==> src/rtl/dmem_arbiter.sv <==
// dmem_arbiter: lets two requesters (load/store unit on port 0, debug/loader
// on port 1) share one single-port data memory. Only one transaction is in
// flight at a time. When both ports ask in the same IDLE cycle, the grant
// alternates between them. Reads come back after a fixed latency.
// Out-of-range addresses are reported on the port and never reach memory.
//
// Handshake: a requester raises mN_req with we/addr/wdata and holds them until
// it sees mN_gnt (a one-cycle pulse). A request is sampled only while the
// arbiter is IDLE, so req activity at any other time is ignored. A read
// finishes with a one-cycle mN_rvalid pulse. mN_rdata then holds its value
// until the next read on that same port completes.
module dmem_arbiter #(
    parameter int DATA_W  = 64,
    parameter int ADDR_W  = 9,
    parameter int DEPTH   = 300,
    parameter int MEM_LAT = 1
) (
    input  logic              clk_in,
    input  logic              reset,
    input  logic              m0_req,
    input  logic              m0_we,
    input  logic [ADDR_W-1:0] m0_addr,
    input  logic [DATA_W-1:0] m0_wdata,
    output logic              m0_gnt,
    output logic              m0_err,
    output logic              m0_rvalid,
    output logic [DATA_W-1:0] m0_rdata,
    input  logic              m1_req,
    input  logic              m1_we,
    input  logic [ADDR_W-1:0] m1_addr,
    input  logic [DATA_W-1:0] m1_wdata,
    output logic              m1_gnt,
    output logic              m1_err,
    output logic              m1_rvalid,
    output logic [DATA_W-1:0] m1_rdata,
    output logic              mem_en,
    output logic              mem_we,
    output logic [ADDR_W-1:0] mem_addr,
    output logic [DATA_W-1:0] mem_wdata,
    input  logic [DATA_W-1:0] mem_rdata,
    output logic              busy
);

    // A zero-latency memory cannot be served by the WAIT state.
    if (MEM_LAT < 1) begin : g_bad_lat
        $error("dmem_arbiter: MEM_LAT must be at least 1");
    end

    localparam int CNT_W = (MEM_LAT < 2) ? 1 : $clog2(MEM_LAT + 1);
    localparam logic [CNT_W-1:0] LAT_LAST = CNT_W'(MEM_LAT);
    localparam logic [CNT_W-1:0] CNT_ONE  = CNT_W'(1);
    // One extra bit so that DEPTH == 2**ADDR_W still compares correctly.
    localparam logic [ADDR_W:0]  DEPTH_X  = (ADDR_W + 1)'(DEPTH);

    typedef enum logic [1:0] {
        IDLE   = 2'd0,
        ACCESS = 2'd1,
        WAIT   = 2'd2,
        RESP   = 2'd3
    } state_t;

    state_t            state;
    logic              last_gnt;   // port granted by the last two-way arbitration
    logic              win;        // port that owns the current transaction
    logic              cap_we;     // captured direction of the current transaction
    logic              cap_oor;    // captured out-of-range flag
    logic [CNT_W-1:0]  cnt;        // read latency counter

    logic              both_req;
    logic              pick;
    logic              sel_we;
    logic [ADDR_W-1:0] sel_addr;
    logic [DATA_W-1:0] sel_wdata;
    logic              sel_oor;

    // Choose the winner of an IDLE arbitration and mux out its request fields.
    always_comb begin
        both_req  = m0_req & m1_req;
        pick      = 1'b0;
        if (both_req) begin
            pick = ~last_gnt;
        end else if (m1_req) begin
            pick = 1'b1;
        end
        sel_we    = pick ? m1_we    : m0_we;
        sel_addr  = pick ? m1_addr  : m0_addr;
        sel_wdata = pick ? m1_wdata : m0_wdata;
        sel_oor   = ({1'b0, sel_addr} >= DEPTH_X);
    end

    // Arbitration FSM; all port and memory outputs are registered here.
    always_ff @(posedge clk_in) begin
        if (reset) begin
            state     <= IDLE;
            last_gnt  <= 1'b1;
            win       <= 1'b0;
            cap_we    <= 1'b0;
            cap_oor   <= 1'b0;
            cnt       <= '0;
            m0_gnt    <= 1'b0;
            m0_err    <= 1'b0;
            m0_rvalid <= 1'b0;
            m0_rdata  <= '0;
            m1_gnt    <= 1'b0;
            m1_err    <= 1'b0;
            m1_rvalid <= 1'b0;
            m1_rdata  <= '0;
            mem_en    <= 1'b0;
            mem_we    <= 1'b0;
            mem_addr  <= '0;
            mem_wdata <= '0;
            busy      <= 1'b0;
        end else begin
            // Pulses last one cycle unless a state below raises them again.
            m0_gnt    <= 1'b0;
            m1_gnt    <= 1'b0;
            m0_err    <= 1'b0;
            m1_err    <= 1'b0;
            m0_rvalid <= 1'b0;
            m1_rvalid <= 1'b0;
            mem_en    <= 1'b0;
            mem_we    <= 1'b0;

            case (state)
                IDLE: begin
                    if (m0_req || m1_req) begin
                        // The rotation advances only when there was a real contest.
                        if (both_req) begin
                            last_gnt <= pick;
                        end
                        win     <= pick;
                        cap_we  <= sel_we;
                        cap_oor <= sel_oor;
                        m0_gnt  <= ~pick;
                        m1_gnt  <= pick;
                        if (sel_oor) begin
                            // Out-of-range accesses are flagged and never reach memory.
                            m0_err <= ~pick;
                            m1_err <= pick;
                        end else begin
                            mem_en    <= 1'b1;
                            mem_we    <= sel_we;
                            mem_addr  <= sel_addr;
                            mem_wdata <= sel_wdata;
                        end
                        state <= ACCESS;
                        busy  <= 1'b1;
                    end
                end

                ACCESS: begin
                    if (cap_we) begin
                        state <= IDLE;
                        busy  <= 1'b0;
                    end else begin
                        cnt   <= CNT_ONE;
                        state <= WAIT;
                    end
                end

                WAIT: begin
                    if (cnt == LAT_LAST) begin
                        // Only the owner's data register is updated. An
                        // out-of-range read returns zero.
                        if (win) begin
                            m1_rdata  <= cap_oor ? '0 : mem_rdata;
                            m1_rvalid <= 1'b1;
                        end else begin
                            m0_rdata  <= cap_oor ? '0 : mem_rdata;
                            m0_rvalid <= 1'b1;
                        end
                        state <= RESP;
                    end else begin
                        cnt <= cnt + CNT_ONE;
                    end
                end

                RESP: begin
                    state <= IDLE;
                    busy  <= 1'b0;
                end

                default: begin
                    state <= IDLE;
                    busy  <= 1'b0;
                end
            endcase
        end
    end

endmodule
==> config.mk <==
export PLATFORM = sky130hd
export DESIGN_NAME = dmem_arbiter
export DESIGN_NICKNAME = d
export VERILOG_FILES = /design/src/rtl/dmem_arbiter.sv
export SDC_FILE = /design/constraint.sdc
export NUM_CORES = 1
export LEC_CHECK = 0
export CELL_PAD_IN_SITES_DETAIL_PLACEMENT = 1
export CELL_PAD_IN_SITES_GLOBAL_PLACEMENT = 1
export CORE_MARGIN = 1.5
export CORE_UTILIZATION = 26
export CTS_CLUSTER_DIAMETER = 50
export DETAILED_ROUTE_END_ITERATION = 10
export PLACE_DENSITY = 0.74
export RECOVER_POWER = 100
export SLEW_MARGIN = 20
export SYNTH_ARGS = -nofsm -noshare
export SYNTH_HDL_FRONTEND = slang
export SYNTH_SLANG_ARGS = --single-unit
==> constraint.sdc <==
create_clock -name clk_in -period 3.4 [get_ports clk_in]
set_clock_uncertainty 0.05 [all_clocks]
set_input_delay 1.02 -clock clk_in [delete_from_list [all_inputs] [get_ports clk_in]]
set_output_delay 1.02 -clock clk_in [all_outputs]
set_load 0.05 [all_outputs]
* After elaboration in Yosys (flattened, before gate mapping)
Index checks and enable logic that the tools add are counted.
** Word-level totals
- Register bits after elaboration :: 217
- Output and inout port bits :: 210
- Logic and storage cells :: 72
** Cells by class
- Add/sub/neg operators :: 1
- $lt $le $gt $ge :: 1
- Equality and inequality tests :: 7
- Mux-type cells :: 19
- Bitwise gates (word level) :: 9
- Reduce and logical (&&, ||, !) cells :: 16
** Operator list (count)
- 64-bit two-way mux :: 2
- 3-bit AND reduction :: 5
- 1-bit two-way mux :: 10
- 9-bit >= comparator (second input constant) :: 1
- 9-bit two-way mux :: 1
- 2-bit inequality test (second input constant) :: 4
- 1-bit NOT :: 8
- 2-bit case mux with 4 select lines :: 1
- 4-bit OR reduction :: 2
- 2-bit two-way mux :: 3
- 2-bit AND reduction :: 3
- 3-bit OR reduction :: 2
- 2-bit == test (second input constant) :: 2
- 1-bit case mux with 3 select lines :: 1
- 3-bit nonzero test :: 1
- 2-bit by 1-bit == test with 1-bit output (second input constant) :: 1
- 2-bit logical NOT :: 1
- 1-bit case mux with 2 select lines :: 1
- 2-bit nonzero test :: 1
- 1-bit adder (second input constant) :: 1
- 1-bit AND :: 1
- 1-bit logical OR :: 1

* Longest topological paths before layout
Gate-level depths: netlist of run 1.
- Depth after elaboration :: 6
- Gate-level depth with buffers :: 7

* Worst setup path after synthesis of run 1
OpenSTA, ideal clock, no wires.
- Path kind :: input port to flip-flop
- Start point :: input port m1_addr[7]
- End point :: register mem_wdata[51]
- Library setup time :: 59 ps
- Data arrival time :: 2113 ps
- Data required time :: 3291 ps
- Setup slack :: 1178 ps
- Cell stages on the path :: 5
- Buffers on the path :: 1
- Cells stage by stage :: o21ai_0 o211ai_1 a21oi_4 buf_6 o221a_2
** Between the ends
- Word-level cells in the longest chain between the ends :: 4
** Ends and longest elaborated chain
- start: declaration :: line 30 : input logic [ADDR_W-1:0] m1_addr,
- 9-bit two-way mux :: line 86 : sel_addr = pick ? m1_addr : m0_addr;
- 9-bit >= comparator :: line 88 : sel_oor = ({1'b0, sel_addr} >= DEPTH_X);
- 1-bit NOT (no line)
- 3-bit AND reduction (no line)
- end signal: assignment :: line 144 : mem_wdata <= sel_wdata;
- end: declaration :: line 39 : output logic [DATA_W-1:0] mem_wdata,
No other way between the ends.
A chain may end at the register's enable or synchronous reset.

* Final worst setup path of run 1
- Start point :: register mem_wdata[25]
- End point :: output port mem_wdata[25]
No word-level cell between the ends.

==> run_results.csv, run 1 <==
group,metric,value,unit
status,status,"complete, but fails checks",
status,violations,"max-capacitance violations, max-slew violations",
setup_path,crit_buf_inv,1,
finish,fin_nets,1705,
clock_network,cts_tree,"done",
setup_path,path_cells,"dlygate4sd3_1",
routing,dr.pass1.iters,4,
sta,period_share,0.8614,
finish,finalInstanceArea,14430,sq um
synth,yosys-top-cells-area,"dfxtp_1 (49%), nand2_1 (17%), a21oi_1 (7.5%)",
synth,synthCells,1111,
sta,relSlewSlack,-0.2602,
routing,avgRoutedWirePerCell,18.60,microns
clock_network,cts_buffer_depth,3,
worst_hold_path,hold_path_class,"register to register",
power,peakVddDrop,292.9,uV
synth,synth_seq_cells,217,
synth,yosys.area_share.adder,0,
finish,synthToLayoutAreaGrowth,61.73,%
floorplanning,ioPinCount,426,
clock_network,cts_buffers,28,
synth,yosys.area_share.simple,0.2706,
global_routing,grt_usage,0.1993,
floorplanning,rows,67,
setup_path,required,2330,ps
synth,synth_top_area_frac,0.4868,
placed_design,dp.cells,1907,
setup_path,slowest_delay,910,ps
sta,rsz0062_at_grt,"no",
synth,synthTopCellsByCount,"nand2_1 (406), dfxtp_1 (217), a21oi_1 (134)",
global_routing,grt_max_degree,109,
clock_network,post_cts_resized,0,
synth,synth-edff-count,0,
clock_network,cts.htree.levels,1,
global_routing,grt_pass1_wl,55830,microns
routing,route.detailed.drc,0,
global_routing,overflow,0,
synth,synth_top_family_by_area,"simple AND/OR/NAND/NOR gates",
placed_design,postPlaceCellArea,13500,sq um
sta,drv_slew,37,
clock_network,path_clk_slew,60,ps
setup_path,critical-path-slowest-cell,"dlygate4sd3_1",
floorplanning,core-area,33700,sq um
synth,synth-async-reset-ratio,0,
clock_network,ctsHoldBuffers,0,
synth,yosysMostFrequentCell,"nand2_1",
setup_path,cp.depth,1,
synth,syn_nets,1327,
synth,ys_seq_area_frac,0.4868,
finish,drive_gt1_frac,0.08284,
sta,fmax,341.5,MHz
placed_design,dp_hpwl,26080,microns
setup_path,path_delay_family,"buffers and inverters",
floorplanning,die_w,188.3,microns
setup_path,critPathKind,"register to output port",
global_routing,grt_pass1_vias,9657,
synth,ys.warnings.count,0,
routing,wl,36410,microns
sta,tightest_slew,1890,ps
synth,syn_area,8925,sq um
synth,synth_compound_area_frac,0.1846,
sta,period_minus_slack,2929,ps
finish,n_antenna_cell,0,
sta,fin_setup_tns,0,ps
worst_hold_path,whs_path_depth,2,
setup_path,reg2regPathDepth,5,
clock_network,cts_root_buf,"clkbuf_16",
finish,final_cells,1957,
synth,syn_area_per_cell,8.033,sq um
placed_design,gp_congestion,0.8241,
synth,synth_flop_cell,"dfxtp_1",
synth,yosysTopAreaCell,"dfxtp_1",
floorplanning,die_height,188.3,microns
synth,synth.distinct_cells,37,
global_routing,antenna_found_initial,1,
setup_path,critPathMaxFanout,2,
routing,drt-initial-drc-count,361,
routing,avgViaCountPerCell,4.760,
clock_network,clk_latency,530,ps
finish,fillers,3938,
sta,hold_viol_final,0,
sta,setup_viol,0,
floorplanning,die_area,35450,sq um
run,cap_violations,1,
routing,vias,9315,
floorplanning,start_util,0.2648,
power,powerDensity,530.6,nW/um^2
clock_network,cts_num_sinks,217,
clock_network,post_cts_buffers,0,
synth,synthXorXnorAreaFrac,0.0009814,
routing,ant_nets,0,
setup_path,crit_path_start_kind,"register",
placed_design,io_buffer_count,425,
power,p_leak,0.005849,uW
setup_path,crit_arrival,1860,ps
setup_path,cp-end-kind,"output port",
synth,synth.mux.area_fraction,0.003365,
final timing paths:
kind | from | end | slack [ps]
min | m1_rdata[7] | m1_rdata[7] | 400
min reg2reg | m1_rdata[7] | m1_rdata[7] | 400
max reg2reg | state[0] | m0_rdata[18] | 670
max | mem_wdata[25] | mem_wdata[25] | 470
through the flow:
| stage | util | power, uW | hold slack, ps | setup slack (ps) |
|---|---|---|---|---|
| after floorplan | - | 3950 | 376.6 | 1178 |
| after global placement | 0.4007 | 4714 | 387.6 | 443.0 |
| after detailed placement | 0.4007 | 4739 | 396.9 | 386.0 |
| after CTS | 0.4293 | 7830 | 405.0 | 500.0 |
| after global routing | 0.4283 | 8000 | 419.2 | 262.8 |
| final | 0.4283 | 7658 | 398.8 | 471.4 |
registers in the layout, summed over array words and instances, names as in the netlist, 9 cells and up, named ones only:
name / flops
m0_rdata: 64
m1_rdata: 64
mem_addr: 9
mem_wdata: 64
placed cells by master, fill, tap and decap left out, types with 4 or more instances in the layout:
cell type,netlist,routed
nand2_1,406,406
dfxtp_1,217,216
clkdlybuf4s50_1,0,214
dlygate4sd3_1,0,210
a21oi_1,134,134
nand3_1,73,73
nor2b_1,64,64
o221a_2,47,47
clkbuf_16,0,29
o221a_1,25,25
buf_4,1,11
nor3_1,7,7
clkbuf_1,52,5
nor2_1,4,4
clkbuf_8,0,4
clkinv_2,0,4
buf_12,0,4
clkbuf_2,0,4
layout make-up:
| type | count | area, sq um | share of cell area |
|---|---|---|---|
| clock buffer | 36 | 792.0 | 0.05487 |
| clock inverter | 14 | 172.7 | 0.01196 |
| multi-input combinational | 793 | 4110 | 0.2848 |
| inverter | 3 | 11.26 | 0.0007802 |
| timing repair buffer | 446 | 4442 | 0.3077 |
| tap | 448 | 560.5 | 0.03884 |
| sequential | 217 | 4345 | 0.3011 |
power by group:
group          internal, uW  switching [uW]  leakage (uW)
logic                   674            1140       0.00362
registers              2700            92.1       0.00176
clock network          1880            1170      0.000469
logic make-up after synthesis:
logic type	count (synthesis)
simple gates	565
buf+inv	101
flops	217
compound gates	224
mux	3
xor+xnor	1
per-layer routing:
layer	GRT usage	share of wire
met1	0.2275	0.40
met2	0.3581	0.49
met3	0.05848	0.083
met4	0.05754	0.026
met5	0	0.00030
No activity file was read; power rests on OpenSTA's default activity.
==> run 2: changes to the inputs <==
--- a/config.mk
+++ b/config.mk
@@ -5,13 +5,11 @@
 export SDC_FILE = /design/constraint.sdc
 export NUM_CORES = 1
 export LEC_CHECK = 0
-export CELL_PAD_IN_SITES_DETAIL_PLACEMENT = 1
-export CELL_PAD_IN_SITES_GLOBAL_PLACEMENT = 1
 export CORE_MARGIN = 1.5
 export CORE_UTILIZATION = 26
 export CTS_CLUSTER_DIAMETER = 50
 export DETAILED_ROUTE_END_ITERATION = 10
-export PLACE_DENSITY = 0.74
+export PLACE_DENSITY = 0.54
 export RECOVER_POWER = 100
 export SLEW_MARGIN = 20
 export SYNTH_ARGS = -nofsm -noshare
==> run 2 against run 1 <==
  * The run still ends with max-capacitance violations, max-slew violations left
  * Wire length down 7.7%
  * Die area stayed put
  * Final cell count is 0.31% higher
  * Register-to-register slack lost 30 ps
  * Total power grew 0.45%
  * Utilization rose by 0.15 points
  * Critical endpoint is now mem_wdata[55]
  * Largest cell class unchanged
  * Highest routed layer is now met4
==> run_results.csv, run 2 (synthesis results as in run 1) <==
group,metric,value,unit
clock_network,cts.htree.levels,1,
sta,tightest_slew,1762,ps
finish,fillers,3430,
sta,relSlewSlack,-0.1788,
routing,ant_nets,0,
clock_network,cts_buffer_depth,3,
clock_network,path_clk_slew,60,ps
setup_path,cp.depth,6,
sta,period_share,0.8803,
floorplanning,rows,67,
finish,final_common_cell,"nand2_1",
clock_network,cts_tree,"done",
routing,wl,33620,microns
status,status,"complete, but fails checks",
finish,final_cells,1963,
placed_design,dp_hpwl,23880,microns
finish,layout_common_cells,"nand2_1 (406), dfxtp_1 (216), clkdlybuf4s50_1 (213)",
floorplanning,start_util,0.2648,
floorplanning,die_w,188.3,microns
global_routing,grt_pass1_wl,51210,microns
global_routing,overflow,0,
setup_path,critPathKind,"input port to register",
global_routing,grt_max_degree,77,
setup_path,required,3840,ps
status,violations,"max-capacitance violations, max-slew violations",
clock_network,ctsHoldBuffers,0,
finish,n_antenna_cell,0,
setup_path,critPathMaxFanout,19,
worst_hold_path,hold_path_class,"register to register",
finish,synthToLayoutAreaGrowth,62.30,%
finish,drive_gt1_frac,0.07987,
setup_path,critical-path-slowest-cell,"clkbuf_1",
routing,drt-initial-drc-count,392,
setup_path,crit_arrival,3430,ps
worst_hold_path,whs_path_depth,2,
setup_path,crit_buf_inv,2,
floorplanning,die_area,35450,sq um
global_routing,met2_usage,0.3091,
setup_path,path_delay_family,"buffers and inverters",
sta,fin_setup_tns,0,ps
sta,rsz0062_at_grt,"no",
clock_network,cts_num_sinks,217,
sta,setup_viol,0,
placed_design,dp.cells,1909,
power,p_leak,0.005886,uW
clock_network,cts_root_buf,"clkbuf_16",
routing,route.detailed.drc,0,
global_routing,grt_pass1_vias,8940,
sta,hold_viol_final,0,
setup_path,reg2regPathDepth,5,
setup_path,crit_path_start_kind,"input port",
placed_design,io_buffer_count,425,
routing,avgViaCountPerCell,4.623,
setup_path,path_cells,"dlygate4sd3_1 -> a21bo_1 -> o211a_1 -> nor2_4 -> clkbuf_1 -> o221a_2",
global_routing,grtUsageMet3,0.05681,
global_routing,use_met1,0.2152,
power,powerDensity,531.1,nW/um^2
sta,fmax,334.1,MHz
sta,period_minus_slack,2993,ps
finish,fin_nets,1709,
global_routing,antenna_found_initial,0,
setup_path,slowest_delay,690,ps
finish,finalInstanceArea,14490,sq um
clock_network,post_cts_resized,0,
clock_network,post_cts_buffers,0,
routing,vias,9074,
global_routing,top_usage_layer,"met2",
power,peakVddDrop,372.8,uV
clock_network,clk_latency,540,ps
finish,largestRegisters,"m0_rdata x64, m1_rdata x64, mem_wdata x64",
global_routing,grt_usage,0.1824,
sta,drv_slew,99,
floorplanning,ioPinCount,426,
clock_network,cts_buffers,30,
placed_design,gp_congestion,0.7940,
floorplanning,die_height,188.3,microns
floorplanning,core-area,33700,sq um
routing,dr.pass1.iters,4,
run,cap_violations,2,
placed_design,postPlaceCellArea,13560,sq um
setup_path,cp-end-kind,"register",
routing,avgRoutedWirePerCell,17.13,microns
==> run 2: changes by cell type in the layout (fill, tap and decap cells not counted), moves of 2 or more <==
| cell | previous run | this run |
|---|---|---|
| clkbuf_16 | 29 | 31 |
| clkinvlp_4 | 3 | 1 |
| clkbuf_1 | 5 | 10 |
| inv_8 | 2 | 0 |
| clkinv_2 | 4 | 2 |
| inv_6 | 2 | 5 |
| buf_12 | 4 | 7 |
==> run 2: worst paths after layout <==
check	from	end	slack (ps)
worst min register to register	m1_rdata[42]	m1_rdata[42]	400
worst min-delay path	m1_rdata[42]	m1_rdata[42]	400
worst max-delay path	m0_req	mem_wdata[55]	410
worst max register to register	state[0]	m1_rdata[61]	640
==> run 2: per-stage QoR <==
step                hold WS, ps  worst slack, ps  total power [uW]    util
floorplan                 376.6             1178              3950       -
global placement          392.0            324.6              4710  0.4023
detailed placement        395.6            291.6              4709  0.4023
CTS                       403.3            468.1              7886  0.4320
global route              410.8            266.1              8044  0.4298
finish                    397.6            407.0              7693  0.4298
==> run 2: metal layers <==
layer,vias to the layer above,share of wire
li1,4513,-
met1,4135,0.41
met2,355,0.46
met3,71,0.090
met4,0,0.035
met5,-,0
==> run 2: area by class of cell <==
class                   count  area, sq um  share of cell area
clock inverters            11        130.1            0.008983
flip-flops and latches    217         4345              0.3000
inverters                   3        11.26           0.0007774
well taps                 448        560.5             0.03870
multi-input cells         793         4076              0.2814
repair buffers            448         4491              0.3100
clock buffers              43        870.8             0.06012
==> run 2: report_power, final <==
group | switching, uW | total (uW) | internal, uW
Combinational | 1080 | 1760 | 677
Clock | 1190 | 3120 | 1930
Sequential | 109 | 2810 | 2700
==> run 2: worst reg2reg max path, stage by stage (launching register included) <==
cell and delay, ps:
dfxtp_1 330, nand3b_1 310, nor2_1 1370, buf_12 340, nand2_1 130, a21oi_1 130
==> run 3: changes to the inputs <==
--- a/config.mk
+++ b/config.mk
@@ -9,6 +9,7 @@
 export CORE_UTILIZATION = 26
 export CTS_CLUSTER_DIAMETER = 50
 export DETAILED_ROUTE_END_ITERATION = 10
+export GPL_TIMING_DRIVEN = 1
 export PLACE_DENSITY = 0.54
 export RECOVER_POWER = 100
 export SLEW_MARGIN = 20
==> constraint.sdc (replaced) <==
create_clock -name clk_in -period 3.36 [get_ports clk_in]
set_clock_uncertainty 0.05 [all_clocks]
set_input_delay 1.008 -clock clk_in [delete_from_list [all_inputs] [get_ports clk_in]]
set_output_delay 1.008 -clock clk_in [all_outputs]
set_load 0.05 [all_outputs]
==> run 3 against run 2 <==
  * Total power is 8.6% higher
  * Critical path depth is 2 lower
  * The run still ends with max-capacitance violations, max-slew violations left
  * Sequential power hardly changed
  * Hold slack worse by 0.82 ps
  * Count of clock-buffer cells in the layout is 3 higher
  * Cell area is 1.6% higher
  * Critical endpoint is now mem_wdata[33]
  * Sequential share of layout area is 0.48 points lower
  * First-iteration DRC count is 17% higher
  * Via count is 0.56% higher
  * Utilization is 0.69 points higher
  * Final cell count is 0.36% higher
==> run_results.csv, run 3 (synthesis results as in run 1) <==
group,metric,value,unit
global_routing,grt_pass1_wl,52560,microns
clock_network,clk_latency,490,ps
floorplanning,die_height,188.3,microns
finish,synthToLayoutAreaGrowth,64.92,%
clock_network,post_cts_resized,0,
sta,fin_ws,388.7,ps
setup_path,path_cells,"buf_4 -> inv_1 -> clkbuf_2 -> o221a_2",
global_routing,grt_pass1_vias,9024,
setup_path,slowest_delay,920,ps
routing,avgRoutedWirePerCell,17.25,microns
power,peakVddDrop,288.3,uV
sta,period_share,0.8843,
clock_network,cts_tree,"done",
setup_path,crit_path_start_kind,"input port",
clock_network,ctsHoldBuffers,0,
worst_hold_path,hold_path_class,"register to register",
placed_design,gp_congestion,0.7911,
power,power.switching,2516,uW
floorplanning,die_area,35450,sq um
setup_path,reg2regPathDepth,5,
setup_path,critPathCapture,"mem_wdata[33]",
clock_network,cts_num_sinks,217,
sta,period_minus_slack,2971,ps
routing,dr.pass1.iters,5,
power,p_leak,0.005994,uW
floorplanning,die_w,188.3,microns
setup_path,critical-path-slowest-cell,"clkbuf_2",
sta,hold_viol_final,0,
power,p_int,5841,uW
power,swShare,0.3011,
setup_path,critPathMaxFanout,47,
sta,fmax,336.6,MHz
setup_path,critPathKind,"input port to register",
routing,drt-initial-drc-count,460,
floorplanning,ioPinCount,426,
power,combPwrFrac,0.216,
finish,largestRegisters,"m0_rdata x64, m1_rdata x64, mem_wdata x64",
setup_path,crit_arrival,3350,ps
status,status,"complete, but fails checks",
setup_path,crit_path_start,"reset",
routing,vias,9125,
sta,setup_viol,0,
sta,tightest_slew,2002,ps
sta,relSlewSlack,-0.3345,
floorplanning,start_util,0.2648,
clock_network,cts_buffer_depth,3,
finish,layout_common_cells,"nand2_1 (406), dfxtp_1 (216), clkdlybuf4s50_1 (213)",
floorplanning,core-area,33700,sq um
sta,fin_setup_tns,0,ps
setup_path,required,3740,ps
global_routing,grt_max_degree,102,
global_routing,overflow,0,
global_routing,antenna_found_initial,0,
setup_path,r2r_end,"m0_rdata[53]",
routing,route.detailed.drc,0,
placed_design,pre_cts_slack,383.6,ps
global_routing,grt_usage,0.1880,
finish,final_common_cell,"nand2_1",
clock_network,post_cts_buffers,0,
power,p_seq_frac,0.338,
sta,drv_slew,102,
placed_design,dp_hpwl,23520,microns
setup_path,rrSetupSlack,630,ps
clock_network,cts_buffers,34,
routing,ant_nets,0,
power,powerDensity,567.7,nW/um^2
setup_path,reg2reg_from,"state[0]",
sta,rsz0062_at_grt,"no",
power,clkPwrFrac,0.446,
finish,n_antenna_cell,0,
routing,avgViaCountPerCell,4.632,
routing,wl,33990,microns
run,cap_violations,1,
clock_network,path_clk_slew,60,ps
finish,fin_nets,1712,
clock_network,cts.htree.levels,2,
floorplanning,rows,67,
finish,drive_gt1_frac,0.08870,
setup_path,cp-end-kind,"register",
status,violations,"max-capacitance violations, max-slew violations",
clock_network,cts_root_buf,"clkbuf_16",
placed_design,io_buffer_count,425,
run 3: changes by cell type in the layout (fill, tap and decap cells not counted), moves of 2 or more:
cell       previous run  this run
clkbuf_1             10         7
bufinv_16             2         4
clkbuf_2              4         2
clkbuf_16            31        37
run 3: power groups by stage:
stage	clock network, uW	registers [uW]	logic, uW
after global routing	3950	2850	1920
after floorplan	0	3380	618
after detailed placement	0	2890	1880
after CTS	3850	2840	1880
final	3730	2830	1800
after global placement	0	2890	1870
run 3: critical path: cells and delay by family:
family	cells	cell delay, ps
buf+inv	3	1930
compound gates	1	350
run 3: per-layer routing:
| layer | GRT usage | share of wire |
|---|---|---|
| met1 | 0.2251 | 0.41 |
| met3 | 0.06500 | 0.092 |
| met2 | 0.3097 | 0.46 |
| met4 | 0.07077 | 0.034 |
| met5 | 0 | 0 |
run 3: metrics by stage:
step	util	hold slack, ps	total power (uW)	instance area, sq um	cells
finish	0.4368	396.8	8357	14720	1970
global route	0.4368	411.6	8714	14720	1970
CTS	0.4381	402.9	8567	14760	1970
detailed placement	0.4021	393.5	4763	13550	1908
global placement	0.4021	389.3	4763	13550	1908
floorplan	-	376.6	3997	8925	1111
run 3: cell type report:
| cell class | instances | area [sq um] |
|---|---|---|
| multi-input combinational | 793 | 4110 |
| inverter | 3 | 11.26 |
| sequential | 217 | 4345 |
| fill | 3390 | 18980 |
| timing repair buffer | 447 | 4477 |
| clock inverter | 16 | 215.2 |
| tap | 448 | 560.5 |
| clock buffer | 46 | 999.7 |
run 3: how the worst min path moves through the flow:
| stage | from | to | cells after the start |
|---|---|---|---|
| floorplan | cnt | cnt | 1 |
| global placement | cnt | cnt | 1 |
| detailed placement | cnt | cnt | 1 |
| CTS | m1_rdata[42] | m1_rdata[42] | 2 |
| global route | m0_rdata[14] | m0_rdata[14] | 2 |
| finish | m0_rdata[13] | m0_rdata[13] | 2 |
